**config.mk**
```make
export PLATFORM = sky130hd
export DESIGN_NAME = bitmap_sprite_renderer
export DESIGN_NICKNAME = d
export VERILOG_FILES = /design/src/rtl/bitmap_sprite_pkg.sv /design/src/rtl/bitmap_sprite_ram.sv /design/src/rtl/bitmap_sprite_renderer.sv
export SDC_FILE = /design/constraint.sdc
export NUM_CORES = 1
export LEC_CHECK = 0
export CORE_MARGIN = 5
export CORE_UTILIZATION = 45
export DETAILED_ROUTE_END_ITERATION = 10
export GPL_TIMING_DRIVEN = 0
export REMOVE_ABC_BUFFERS = 1
export SYNTH_ARGS = -nofsm -noshare
export SYNTH_HDL_FRONTEND = slang
export SYNTH_SLANG_ARGS = --single-unit
```
**constraint.sdc**
```tcl
create_clock -name i_clk -period 5.4 [get_ports i_clk]
set_input_delay 1.08 -clock i_clk [delete_from_list [all_inputs] [get_ports i_clk]]
set_output_delay 1.08 -clock i_clk [all_outputs]
set_load 0.03 [all_outputs]
```
**src/rtl/bitmap_sprite_pkg.sv**
```systemverilog
// Shared types and helpers for the bitmap sprite renderer: RGB struct,
// reset-time grey palette ramp and scaled sprite box dimensions.
package bitmap_sprite_pkg;

  typedef struct packed {
    logic [7:0] r;
    logic [7:0] g;
    logic [7:0] b;
  } rgb_t;

  // Entry k of an evenly spaced grey ramp from black to white.
  function automatic rgb_t grey_ramp(input int k, input int bpp);
    int v;
    v = (k * 255) / ((1 << bpp) - 1);
    grey_ramp = '{r: 8'(v), g: 8'(v), b: 8'(v)};
  endfunction

  function automatic int BOX_W(input int bmp_w, input int scale_log2);
    return bmp_w << scale_log2;
  endfunction

  function automatic int BOX_H(input int bmp_h, input int scale_log2);
    return bmp_h << scale_log2;
  endfunction

endpackage

```
**src/rtl/bitmap_sprite_ram.sv**
```systemverilog
// Simple dual-port texel RAM: one write port, one registered read port.
// A read colliding with a write to the same address returns the old data.
module bitmap_sprite_ram #(
  parameter int DEPTH = 256,
  parameter int WIDTH = 2,
  parameter int AW    = $clog2(DEPTH)
) (
  input  logic             clk,
  input  logic             we,
  input  logic [AW-1:0]    waddr,
  input  logic [WIDTH-1:0] wdata,
  input  logic [AW-1:0]    raddr,
  output logic [WIDTH-1:0] rdata
);

  logic [WIDTH-1:0] mem [DEPTH];

  always_ff @(posedge clk) begin
    if (we) mem[waddr] <= wdata;
    rdata <= mem[raddr];
  end

endmodule

```
**src/rtl/bitmap_sprite_renderer.sv**
```systemverilog
// Two-stage renderer for one palettised, power-of-two scaled bitmap sprite.
// Optional build macro BITMAP_MIRROR_EN adds latched horizontal/vertical flip.
module bitmap_sprite_renderer
  import bitmap_sprite_pkg::*;
#(
  parameter int          H_BITS     = 10,
  parameter int          V_BITS     = 10,
  parameter int          H_ACTIVE   = 640,
  parameter int          V_ACTIVE   = 480,
  parameter int          BMP_W      = 16,
  parameter int          BMP_H      = 16,
  parameter int          BPP        = 2,
  parameter int          SCALE_LOG2 = 2,
  parameter logic [23:0] BG_RGB     = 24'h000040
) (
  input  logic                                i_clk,
  input  logic                                i_rst,
  input  logic [H_BITS-1:0]                   i_hpos,
  input  logic [V_BITS-1:0]                   i_vpos,
  input  logic                                i_visible,
  input  logic [H_BITS-1:0]                   i_x,
  input  logic [V_BITS-1:0]                   i_y,
  input  logic                                i_bmp_we,
  input  logic [$clog2(BMP_W*BMP_H)-1:0]      i_bmp_addr,
  input  logic [BPP-1:0]                      i_bmp_data,
  input  logic                                i_pal_we,
  input  logic [BPP-1:0]                      i_pal_addr,
  input  logic [23:0]                         i_pal_data,
`ifdef BITMAP_MIRROR_EN
  input  logic                                i_hflip,
  input  logic                                i_vflip,
`endif
  output logic [H_BITS-1:0]                   o_hpos,
  output logic [V_BITS-1:0]                   o_vpos,
  output logic                                o_visible,
  output logic [7:0]                          o_r,
  output logic [7:0]                          o_g,
  output logic [7:0]                          o_b
);

  localparam int NPAL = 1 << BPP;
  localparam int CW   = $clog2(BMP_W);
  localparam int RW   = $clog2(BMP_H);
  localparam logic [V_BITS-1:0] V_LATCH  = V_BITS'(V_ACTIVE);
  localparam logic [H_BITS:0]   H_END    = (H_BITS+1)'(H_ACTIVE);
  localparam logic [H_BITS:0]   BOX_W_L  = (H_BITS+1)'(BOX_W(BMP_W, SCALE_LOG2));
  localparam logic [V_BITS:0]   BOX_H_L  = (V_BITS+1)'(BOX_H(BMP_H, SCALE_LOG2));

  logic [H_BITS-1:0] pos_x;
  logic [V_BITS-1:0] pos_y;
  logic              latch;
`ifdef BITMAP_MIRROR_EN
  logic              hflip;
  logic              vflip;
`endif
  rgb_t              pal [NPAL];

  logic [H_BITS-1:0] dx;
  logic [V_BITS-1:0] dy;
  logic [CW-1:0]     col;
  logic [RW-1:0]     row;
  logic              inbox;

  logic [BPP-1:0]    idx_p1;
  logic              inbox_p1, vis_p1;
  logic [H_BITS-1:0] hpos_p1;
  logic [V_BITS-1:0] vpos_p1;

  rgb_t              rgb_next;
  rgb_t              rgb_p2;
  logic              vis_p2;
  logic [H_BITS-1:0] hpos_p2;
  logic [V_BITS-1:0] vpos_p2;

  // Position (and flips) are shadowed once per frame so a mid-frame move never tears.
  assign latch = (i_vpos == V_LATCH) && (i_hpos == '0);

  always_ff @(posedge i_clk or posedge i_rst) begin
    if (i_rst) begin
      pos_x <= '0;
      pos_y <= '0;
`ifdef BITMAP_MIRROR_EN
      hflip <= 1'b0;
      vflip <= 1'b0;
`endif
    end else if (latch) begin
      pos_x <= i_x;
      pos_y <= i_y;
`ifdef BITMAP_MIRROR_EN
      hflip <= i_hflip;
      vflip <= i_vflip;
`endif
    end
  end

  always_ff @(posedge i_clk or posedge i_rst) begin
    if (i_rst) begin
      for (int k = 0; k < NPAL; k++) pal[k] <= grey_ramp(k, BPP);
    end else if (i_pal_we) begin
      pal[i_pal_addr] <= i_pal_data;
    end
  end

  // Stage 1: box test and texel address; pixels left/above the sprite wrap to large offsets.
  always_comb begin
    dx  = i_hpos - pos_x;
    dy  = i_vpos - pos_y;
    col = dx[SCALE_LOG2 +: CW];
    row = dy[SCALE_LOG2 +: RW];
`ifdef BITMAP_MIRROR_EN
    col = col ^ {CW{hflip}};
    row = row ^ {RW{vflip}};
`endif
    inbox = ({1'b0, dx} < BOX_W_L) && ({1'b0, dy} < BOX_H_L) && ({1'b0, i_hpos} < H_END);
  end

  bitmap_sprite_ram #(
    .DEPTH (BMP_W * BMP_H),
    .WIDTH (BPP),
    .AW    (CW + RW)
  ) u_ram (
    .clk   (i_clk),
    .we    (i_bmp_we),
    .waddr (i_bmp_addr),
    .wdata (i_bmp_data),
    .raddr ({row, col}),
    .rdata (idx_p1)
  );

  always_ff @(posedge i_clk or posedge i_rst) begin
    if (i_rst) begin
      inbox_p1 <= 1'b0;
      vis_p1   <= 1'b0;
      hpos_p1  <= '0;
      vpos_p1  <= '0;
    end else begin
      inbox_p1 <= inbox;
      vis_p1   <= i_visible;
      hpos_p1  <= i_hpos;
      vpos_p1  <= i_vpos;
    end
  end

  // Stage 2: palette lookup; index 0 is transparent and shows the background.
  always_comb begin
    rgb_next = '0;
    if (vis_p1) begin
      if (!inbox_p1 || idx_p1 == '0) rgb_next = BG_RGB;
      else                           rgb_next = pal[idx_p1];
    end
  end

  always_ff @(posedge i_clk or posedge i_rst) begin
    if (i_rst) begin
      rgb_p2  <= '0;
      vis_p2  <= 1'b0;
      hpos_p2 <= '0;
      vpos_p2 <= '0;
    end else begin
      rgb_p2  <= rgb_next;
      vis_p2  <= vis_p1;
      hpos_p2 <= hpos_p1;
      vpos_p2 <= vpos_p1;
    end
  end

  assign o_hpos    = hpos_p2;
  assign o_vpos    = vpos_p2;
  assign o_visible = vis_p2;
  assign o_r       = rgb_p2.r;
  assign o_g       = rgb_p2.g;
  assign o_b       = rgb_p2.b;

endmodule

```
==> impl_metrics.csv <==
group,metric,value,unit
placed_design,place_area,30500,sq um
layout,design_area,32900,sq um
clock_network,clkSinkCount,673,
setup_path,critPathMaxFanout,15,
synthesis,synth_area,28200,sq um
setup_path,crit_path_start_kind,"input port",
clock_network,cts_root_buf,"clkbuf_16",
power,vdd_drop_max,0.000312,V
sta,worst_slew_pin_slew,1.41,ns
setup_path,critPathKind,"in -> reg",
layout,area_growth,16.7,%
clock_network,cts_buffers,73,
synthesis,synth_edf_count,512,
sta,drv_slew,0,
setup_path,path_delay_family,"compound AO/OA/AOI/OAI gates",
synthesis,synth_area_leaders,"edfxtp_1, dfrtp_1, nor2_1",
global_routing,antenna_found_initial,0,
power,combPwrFrac,9.4,%
drt,wire_per_inst,24.8,um
floorplanning,dieArea,67700,sq um
sta,fin_skew,0.0132,ns
drt,ant_nets,0,
drt,drc,0,
floorplanning,die_y,260,um
sta,hold_viol_final,0,
layout,multi_input_area,8060,sq um
synthesis,ys_warn_count,0,
setup_path,slowest_stage,"xnor2_1",
layout,fillerInstances,5093,
placed_design,portBuffers,125,
synthesis,yosys_register_bits,673,
clock_network,clockBufferDepth,3,
placed_design,hpwl,45200,um
setup_path,cp_num_buf_inv,1,
sta,relSlewSlack,6.04,%
clock_network,clkTransAtPathRegs,0.06,ns
run,drv_cap,0,
layout,layout.cells.non_filler,2949,
power,p_int,9.08,mW
setup_path,endpoint_kind,"register",
drt,drt-pass1-iter-count,5,
drt,dr.first_iter.drc_count,1730,
floorplanning,start_util,45.6,%
synthesis,seq_area_frac_synth,69.1,%
floorplanning,die_w,260,um
sta,rsz0062_at_grt,"false",
worst_hold_path,hold_path_class,"reg -> reg",
synthesis,synth_top_cell_by_area,"edfxtp_1",
global_routing,grt_pass1_wl,109000,um
synthesis,avgSynthCellArea,14.4,sq um
setup_path,arrival,5.68,ns
power,power_switching,2.75,mW
setup_path,cpPeakStageDelay,1.10,ns
global_routing,grt_pass1_vias,17628,
power,swShare,23.3,%
clock_network,post_cts_buffers,0,
global_routing,grt-ovfl-total,0,
floorplanning,core_area,61800,sq um
placed_design,dp_cells,2821,
synthesis,async_flop_share,23.6,%
drt,routed_via_density,5.84,
sta,tns,0,ns
layout,drive_gt1_share,18.5,%
synthesis,yosysUniqueCellTypes,84,
floorplanning,rows,91,
global_routing,track_usage,21.4,%
sta,finalSetupViolations,0,
outcome,outcome,"finished clean",
sta,layout_min_cycle_time,5.21,ns
synthesis,synth_top_area_share,54.6,%
drt,vias,17229,
clock_network,h-tree-depth,3,
sta,clock.fmax,0.192,GHz
power,power.density,360,nW/um^2
clock_network,cts_tree,"built",
floorplanning,io_pins,126,
layout,fin_nets,2156,
global_routing,grt_max_degree,156,
placed_design,gp_congestion,0.811,
power,sequentialPowerShare,49.5,%
layout,antenna_cells,0,
synthesis,syn_inst,1952,
power,pwr-share-clk,41.1,%
clock_network,clock_latency,0.61,ns
synthesis,synthFlopType,"edfxtp_1",
clock_network,hold_buffers,0,
power,p_leak,11.1,nW
setup_path,worstPathCellList,"clkdlybuf4s50_1 > ha_1 > or3_1 > o21a_1 > a31oi_2 > xnor2_1 > nand3_1 > o221ai_1 > a211oi_1 > a311oi_1 > a211oi_2",
sta,finalCritPeriodShare,96.4,%
clock_network,cts_resized,0,
drt,drt-total-wl,73300,um
setup_path,critPathRequiredTime,5.87,ns
layout,regArea,19500,sq um
[metal layers]
metal	vias up	wire length, um	track usage [%]
met5	-	0	0
met4	0	2240	6.71
met3	147	6240	5.21
met2	775	34700	34.1
met1	8738	30100	29.3
li1	7569	-	-
[worst reg2reg max path, cell delays in order, from the launching register on]
cell and delay (ns):
dfrtp_1 0.32, inv_1 0.05, ha_2 0.97, o21a_1 0.28, a31oi_2 0.17, xnor2_1 1.10, nand3_1 0.52, o221ai_1 0.34
a211oi_1 0.13, a311oi_1 0.48, a211oi_2 0.11
[placed cells by master (no fill, tap or decap), drive strengths merged, types with 33 or more instances in the layout]
cell / instances
nand3: 39
dfstp: 48
nand2: 108
nor2: 429
clkdlybuf4s50: 123
mux2: 104
mux4: 72
buf: 33
o21ai: 36
edfxtp: 512
dfrtp: 111
clkbuf: 90
[area by class of cell]
type / instances / area share, %
Clock buffer: 90 / 5.85
Clock inverter: 38 / 1.21
Inverter: 25 / 0.301
Multi-Input combinational cell: 1130 / 24.5
Sequential cell: 673 / 59.2
Tap cell: 837 / 3.19
Timing Repair Buffer: 156 / 5.74
[stage by stage]
step / hold WS [ns] / util [%] / power [mW] / worst slack, ns
2_1_floorplan: 0.331 / - / 6.56 / -1.23
3_3_place_gp: 0.331 / 48.2 / 7.05 / -7.47
3_5_place_dp: 0.335 / 49.4 / 7.07 / -0.360
4_1_cts: 0.349 / 53.2 / 11.9 / 0.282
5_1_grt: 0.352 / 53.2 / 12.2 / 0.0315
6_report: 0.347 / 53.2 / 11.8 / 0.193
[path summary, 6_finish.rpt]
path / depth (start not counted) / from / endpoint / slack (ns)
worst max-delay path: 11 / i_hpos[2] / u_ram.rdata[1] / 0.19
worst min-delay path: 0 / hpos_p1[0] / o_hpos[0] / 0.35
worst max register to register: 10 / pos_x[3] / u_ram.rdata[1] / 0.79
worst min register to register: 0 / hpos_p1[0] / o_hpos[0] / 0.35
max in group asynchronous: 3 / i_rst / pal[48] / 3.54
min in group asynchronous: 2 / i_rst / o_hpos[6] / 0.95
[cell families (layout without fill, tap and decap cells)]
family	after synthesis	count (layout)	share of synthesized area, %
buffers and inverters	149	309	2.70
adder cells (fa/ha/maj)	16	16	0.711
AO/OA/AOI/OAI	234	234	6.23
XOR/XNOR	12	12	0.426
flip-flops	673	673	69.1
AND/OR/NAND/NOR	671	671	10.1
multiplexers	197	197	10.8
[state kept, by name, indices dropped and copies added, names as in the netlist]
signal	cells
inbox_p1	1
o_hpos	10
pos_x	10
o_r	8
o_visible	1
o_vpos	10
u_ram.rdata	2
o_b	8
vis_p1	1
pos_y	10
vpos_p1	10
pal	72
o_g	8
hpos_p1	10
u_ram.mem	512
[synthesized netlist by cell type (all sizes together) (3+ instances only)]
library cell    n
mux2i          21
xnor2           5
a31oi          19
xor2            7
nand3b          4
nor2          429
o32ai           4
nor4           16
a22o            8
inv            25
dfstp          48
o21ai          36
o22ai          25
a311oi          3
a2bb2oi         3
nor3           29
a2111oi         3
ha             16
nand2         108
o2111ai         3
or3             3
a211oi         13
nor2b          18
mux2          104
mux4           72
nand3          39
clkbuf         73
o211ai          6
nand4          13
dfrtp         111
o221a           4
buf            51
a221o           6
a221oi          3
o21a            5
a22oi          26
o221ai         32
a21oi          17
edfxtp        512
a211o           3
[power by group through the flow]
stage / Combinational (mW) / Sequential [mW] / Clock (mW)
final: 1.11 / 5.86 / 4.86
after floorplan: 0.617 / 5.94 / 0
after CTS: 1.11 / 5.86 / 4.96
after global routing: 1.19 / 5.87 / 5.19
after detailed placement: 1.10 / 5.96 / 0
after global placement: 1.05 / 6.00 / 0
(Power assumes the default switching activity.)
